$ cat config.mk
export PLATFORM = sky130hd
export DESIGN_NAME = io_tile_config_chain
export DESIGN_NICKNAME = d
export VERILOG_FILES = /design/src/rtl/io_tile_config_pkg.sv /design/src/rtl/config_shift_stage.sv /design/src/rtl/io_tile_config_chain.sv
export SDC_FILE = /design/constraint.sdc
export NUM_CORES = 1
export LEC_CHECK = 0
export CORE_MARGIN = 5
export CORE_UTILIZATION = 40
export DETAILED_ROUTE_END_ITERATION = 6
export GPL_ROUTABILITY_DRIVEN = 0
export HOLD_SLACK_MARGIN = 0.03
export SLEW_MARGIN = 20
export SYNTH_ARGS = -nofsm -noshare
export SYNTH_HDL_FRONTEND = slang
export SYNTH_SLANG_ARGS = --single-unit
$ cat constraint.sdc
create_clock -name config_clock -period 4.3 [get_ports config_clock]
set_input_delay 0.43 -clock config_clock [delete_from_list [all_inputs] [get_ports config_clock]]
set_output_delay 0.43 -clock config_clock [all_outputs]
set_load 0.01 [all_outputs]
$ cat src/rtl/io_tile_config_pkg.sv
// Shared definitions for the IO tile configuration chain.
//   frame_width() : serial frame length = config bits + optional parity bit
//   cnt_state_e   : occupancy of the shift stage (EMPTY / PARTIAL / FULL)
package io_tile_config_pkg;

  localparam int DEFAULT_CONFIG_WIDTH = 36;

  typedef enum logic [1:0] {
    EMPTY,
    PARTIAL,
    FULL
  } cnt_state_e;

  function automatic int frame_width(input int width, input int parity_en);
    return width + ((parity_en != 0) ? 1 : 0);
  endfunction

endpackage

$ cat src/rtl/config_shift_stage.sv
// Serial shift stage of the configuration chain.
//   clk, rst_n    : clock, async active-low reset
//   shift_en, din : shift one bit in at the LSB (first bit ends at the MSB)
//   load_en       : parallel load of load_value (readback path)
//   clear_count   : return the bit counter to EMPTY (after an accepted commit)
//   shift_q       : stage contents; shift_q[FRAME-1] is the chain output
//   parity        : XOR of all bits currently held in the stage
//   state         : counter occupancy
module config_shift_stage
  import io_tile_config_pkg::*;
#(
  parameter int FRAME = 37
) (
  input  logic             clk,
  input  logic             rst_n,
  input  logic             shift_en,
  input  logic             din,
  input  logic             load_en,
  input  logic             clear_count,
  input  logic [FRAME-1:0] load_value,
  output logic [FRAME-1:0] shift_q,
  output logic             parity,
  output cnt_state_e       state
);

  localparam int CW = $clog2(FRAME + 1);
  localparam logic [CW-1:0] FULL_CNT = CW'(FRAME);

  logic [CW-1:0] count;

  // Parity is maintained incrementally: the bit entering is added and the
  // bit leaving at the MSB is removed, so it always equals the XOR of the
  // stage contents, including during overrun.
  always_ff @(posedge clk or negedge rst_n) begin
    if (!rst_n) begin
      shift_q <= '0;
      parity  <= 1'b0;
      count   <= '0;
    end else if (shift_en) begin
      shift_q <= {shift_q[FRAME-2:0], din};
      parity  <= parity ^ din ^ shift_q[FRAME-1];
      if (count != FULL_CNT) count <= count + 1'b1;
    end else if (load_en) begin
      shift_q <= load_value;
      parity  <= 1'b0;
      count   <= FULL_CNT;
    end else if (clear_count) begin
      count <= '0;
    end
  end

  always_comb begin
    state = PARTIAL;
    if (count == '0)           state = EMPTY;
    else if (count == FULL_CNT) state = FULL;
  end

endmodule

$ cat src/rtl/io_tile_config_chain.sv
// IO tile configuration chain: serial frame loads into a shift stage and is
// committed atomically to a shadow register driving the tile config bus.
//   config_clock, config_nreset : clock, async active-low reset
//   config_in / config_out      : daisy-chain serial data
//   config_enable               : shift enable (highest priority)
//   config_commit               : commit shift stage to shadow
//   config_readback             : reload shift stage from shadow
//   config_data                 : active configuration
//   config_valid / config_error : committed-frame flag / sticky reject flag
module io_tile_config_chain
  import io_tile_config_pkg::*;
#(
  parameter int                        CONFIG_WIDTH = DEFAULT_CONFIG_WIDTH,
  parameter int                        PARITY_EN    = 1,
  parameter logic [CONFIG_WIDTH-1:0]   CONFIG_RESET = '0
) (
  input  logic                    config_clock,
  input  logic                    config_nreset,
  input  logic                    config_in,
  input  logic                    config_enable,
  input  logic                    config_commit,
  input  logic                    config_readback,
  output logic                    config_out,
  output logic [CONFIG_WIDTH-1:0] config_data,
  output logic                    config_valid,
  output logic                    config_error
);

  localparam int FRAME = frame_width(CONFIG_WIDTH, PARITY_EN);
  localparam int PB    = FRAME - CONFIG_WIDTH;

  logic [FRAME-1:0] shift_q;
  logic [FRAME-1:0] load_value;
  logic             parity;
  cnt_state_e       state;
  logic             commit_ok, commit_rej, readback_go;
  logic             unused_bits;

  // Enable beats commit beats readback.
  assign commit_ok   = config_commit && !config_enable && (state == FULL) &&
                       ((PARITY_EN == 0) || !parity);
  assign commit_rej  = config_commit && !commit_ok;
  assign readback_go = config_readback && !config_enable && !config_commit;

  // Readback frame carries a freshly computed parity bit so that an
  // immediate commit of the reloaded stage is accepted.
  if (PARITY_EN != 0) begin : g_par
    assign load_value = {config_data, ^config_data};
  end else begin : g_nopar
    assign load_value = config_data;
  end

  config_shift_stage #(.FRAME(FRAME)) u_stage (
    .clk        (config_clock),
    .rst_n      (config_nreset),
    .shift_en   (config_enable),
    .din        (config_in),
    .load_en    (readback_go),
    .clear_count(commit_ok),
    .load_value (load_value),
    .shift_q    (shift_q),
    .parity     (parity),
    .state      (state)
  );

  assign config_out  = shift_q[FRAME-1];
  // The parity bit itself is only consumed through the running parity.
  assign unused_bits = shift_q[0];

  always_ff @(posedge config_clock or negedge config_nreset) begin
    if (!config_nreset) begin
      config_data  <= CONFIG_RESET;
      config_valid <= 1'b0;
      config_error <= 1'b0;
    end else if (commit_ok) begin
      config_data  <= shift_q[FRAME-1:PB];
      config_valid <= 1'b1;
      config_error <= 1'b0;
    end else if (commit_rej) begin
      config_error <= 1'b1;
    end
  end

endmodule

==> results_dict.tcl <==
set metrics [dict create \
    grt_usage_pct 13.8 \
    overflow 0 \
    seq_power_share_pct 47.1 \
    syn_area_um2 3840 \
    cts_setup_buffers 0 \
    crit_chain "inv_1 -> ha_1 -> nand2_1 -> nor3_2 -> nand3b_1 -> nor2_4 -> buf_4 -> mux2_2" \
    root_buffer "clkbuf_8" \
    crit_arrival_ns 2.70 \
    critical_path.max_fanout 22 \
    status "finished, final reports clean" \
    antenna_found_initial 0 \
    first_iter_violations 103 \
    synth-seq-area-share_pct 53.4 \
    final_cell_mix "dfrtp_1 (82), nand2_1 (44), clkdlybuf4s50_1 (42)" \
    cp_slowest_cell "nor2_4" \
    drive_gt1_share_pct 16.5 \
    clock_latency_ns 0.35 \
    io_pins 45 \
    cp-start-kind "flop" \
    hp-class "input port to asynchronous set/reset pin" \
    via_count 2455 \
    multi_input_area_um2 1710 \
    finalCritPeriodShare_pct 57.4 \
    cts_resized 0 \
    rsz0062_at_grt "false" \
    ant_nets 0 \
    dp_hpwl_mm 4.83 \
    drv_cap 0 \
    routed_wl_mm 7.34 \
    die_w_um 108 \
    tritoncts "yes" \
    ir_worst_vdd_mv 0.158 \
    synth_fp_nets 334 \
    grtUsageMet3_pct 4.00 \
    num_rows 35 \
    crit_path_end_kind "flop" \
    leakage_nw 2.03 \
    crit_type "flop to flop" \
    synth_top_area_cell "dfrtp_1" \
    crit_path_max_incr_delay_ns 0.44 \
    hold_buffers 0 \
    core_area_um2 9280 \
    n_fill_cell 854 \
    die_h_um 108 \
    antenna_cells 0 \
    critPathRequiredTime_ns 4.53 \
    relSlewSlack_pct 42.4 \
    slew_violations 0 \
    cts_max_level 3 \
    nNetsFinal 375 \
    drc 0 \
    drtPass1Iterations 4 \
    tns_ns 0 \
    hold_violations 0 \
    internal_power_mw 1.46 \
    power_density_nw_per_um2 434 \
    busiest_layer "met2" \
    clock_path_buffers 2 \
    fmax_mhz 405 \
    netlist_instances 325 \
    regArea_um2 2050 \
    yosysUniqueCellTypes 32 \
    grt_pass1_vias 2509 \
    p_sw_mw 0.547 \
    finalClockSkew_ns 0.00905 \
    final_common_cell "dfrtp_1" \
    netSwitchingFraction_pct 27.2 \
    use_met2_pct 21.2 \
    area_delta_synth_final_pct 20.4 \
    numCtsBuffers 9 \
    io_buffers 44 \
    clk_pin_slew_ns 0.08 \
    min_period_ns 2.47 \
    holdWs_ns 0.110 \
    syn_area_per_cell_um2 11.8 \
    setup_viol 0 \
    die-area_um2 11700 \
    power_frac_clock_pct 31.1 \
    yosys_warnings 0 \
    wl_per_cell_um 14.7 \
    start_util_pct 41.4 \
    yosys-top-cells-area "dfrtp_1 (53%), mux2_2 (10%), mux2i_1 (9.9%), xnor2_1 (6.2%), o21ai_0 (4.9%)" \
    vias_per_cell 4.92 \
    combPwrFrac_pct 21.7 \
    ys_seq_elements 82 \
    worst_slew_pin_slew_ns 0.862 \
    cts_num_sinks 82 \
    yosysTopAreaCellShare_pct 53.4 \
    grt_pass1_wl_mm 12.7 \
    use_met1_pct 18.8 \
    grt_max_degree 83 \
]
## critical path: cells and delay by family, from the launching register on
family / cells / cell delay [ns]
simple gates: 4 / 0.90
mux: 1 / 0.38
buf+inv: 2 / 0.49
fa+ha+maj: 1 / 0.15
flops: 1 / 0.41
## through the flow
step	area, um^2	instances	total power, mW	util, %	setup slack (ns)
final	4630	499	2.01	49.9	1.83
after global routing	4630	499	2.12	49.9	1.65
after CTS	4620	499	2.05	49.8	1.81
after detailed placement	4400	484	1.41	47.4	1.76
after global placement	4400	484	1.40	47.4	1.79
after floorplan	3840	325	1.25	-	2.47
## area by class of cell
| type | count | area share, % |
|---|---|---|
| sequential | 82 | 44.3 |
| multi-input combinational | 223 | 37.0 |
| timing repair buffer | 48 | 10.1 |
| tap | 129 | 3.49 |
| clock buffer | 11 | 3.27 |
| clock inverter | 4 | 1.62 |
| inverter | 2 | 0.162 |
## flip-flops by register name, summed over array words and instances, names as in the netlist
name and count:
u_stage.count 6, config_data 36, config_valid 1, u_stage.parity 1, u_stage.shift_q 37, config_error 1
## power by group through the flow
stage	sequential, mW	combinational (mW)	clock [mW]
6_report	0.948	0.437	0.625
3_5_place_dp	0.964	0.446	0
5_1_grt	0.963	0.482	0.676
4_1_cts	0.949	0.448	0.649
3_3_place_gp	0.960	0.438	0
2_1_floorplan	0.957	0.290	0
## synth_stat cells
library cell / n
dfrtp_1: 82
nand2_1: 44
mux2i_1: 38
o21ai_0: 38
mux2_2: 35
xnor2_1: 27
clkbuf_1: 8
nor2_1: 6
xor2_1: 6
buf_2: 5
a21oi_1: 4
buf_4: 3
ha_1: 3
a221o_1: 2
buf_1: 2
inv_1: 2
nand2b_1: 2
nand3b_1: 2
nor3_1: 2
xnor3_1: 2
a211o_1: 1
and3_1: 1
mux2_1: 1
nand3_1: 1
nand4_1: 1
nor2b_1: 1
nor3_2: 1
nor3b_1: 1
o211ai_1: 1
or2_2: 1
or3_1: 1
xnor2_2: 1
## final timing paths
kind	from	endpoint	slack [ns]	cells past startpoint
min in group config_clock	config_valid	config_valid	0.47	1
setup / recovery	u_stage.count[1]	config_data[2]	1.83	8
hold reg to reg	config_valid	config_valid	0.47	1
hold / removal	config_nreset	u_stage.count[1]	0.11	1
max in group asynchronous	config_nreset	u_stage.shift_q[8]	3.68	1
setup reg to reg	u_stage.count[1]	config_data[2]	1.83	8
## layer usage
metal  part of all wire, %  wire length (um)
met1                    48              3560
met4                   1.4               106
met3                   3.9               289
met2                    46              3390
met5                     0                 0
## cells by family after synthesis
group / Yosys count / synth area share [%]
AOI/OAI and AO/OA: 46 / 6.41
xor gates and xnor gates: 36 / 9.11
adders and majority gates: 3 / 0.977
buffers and inverters: 20 / 2.41
DFF: 82 / 53.4
muxes: 74 / 20.4
and+or+nand+nor: 64 / 7.26
(Power assumes the default switching activity.)
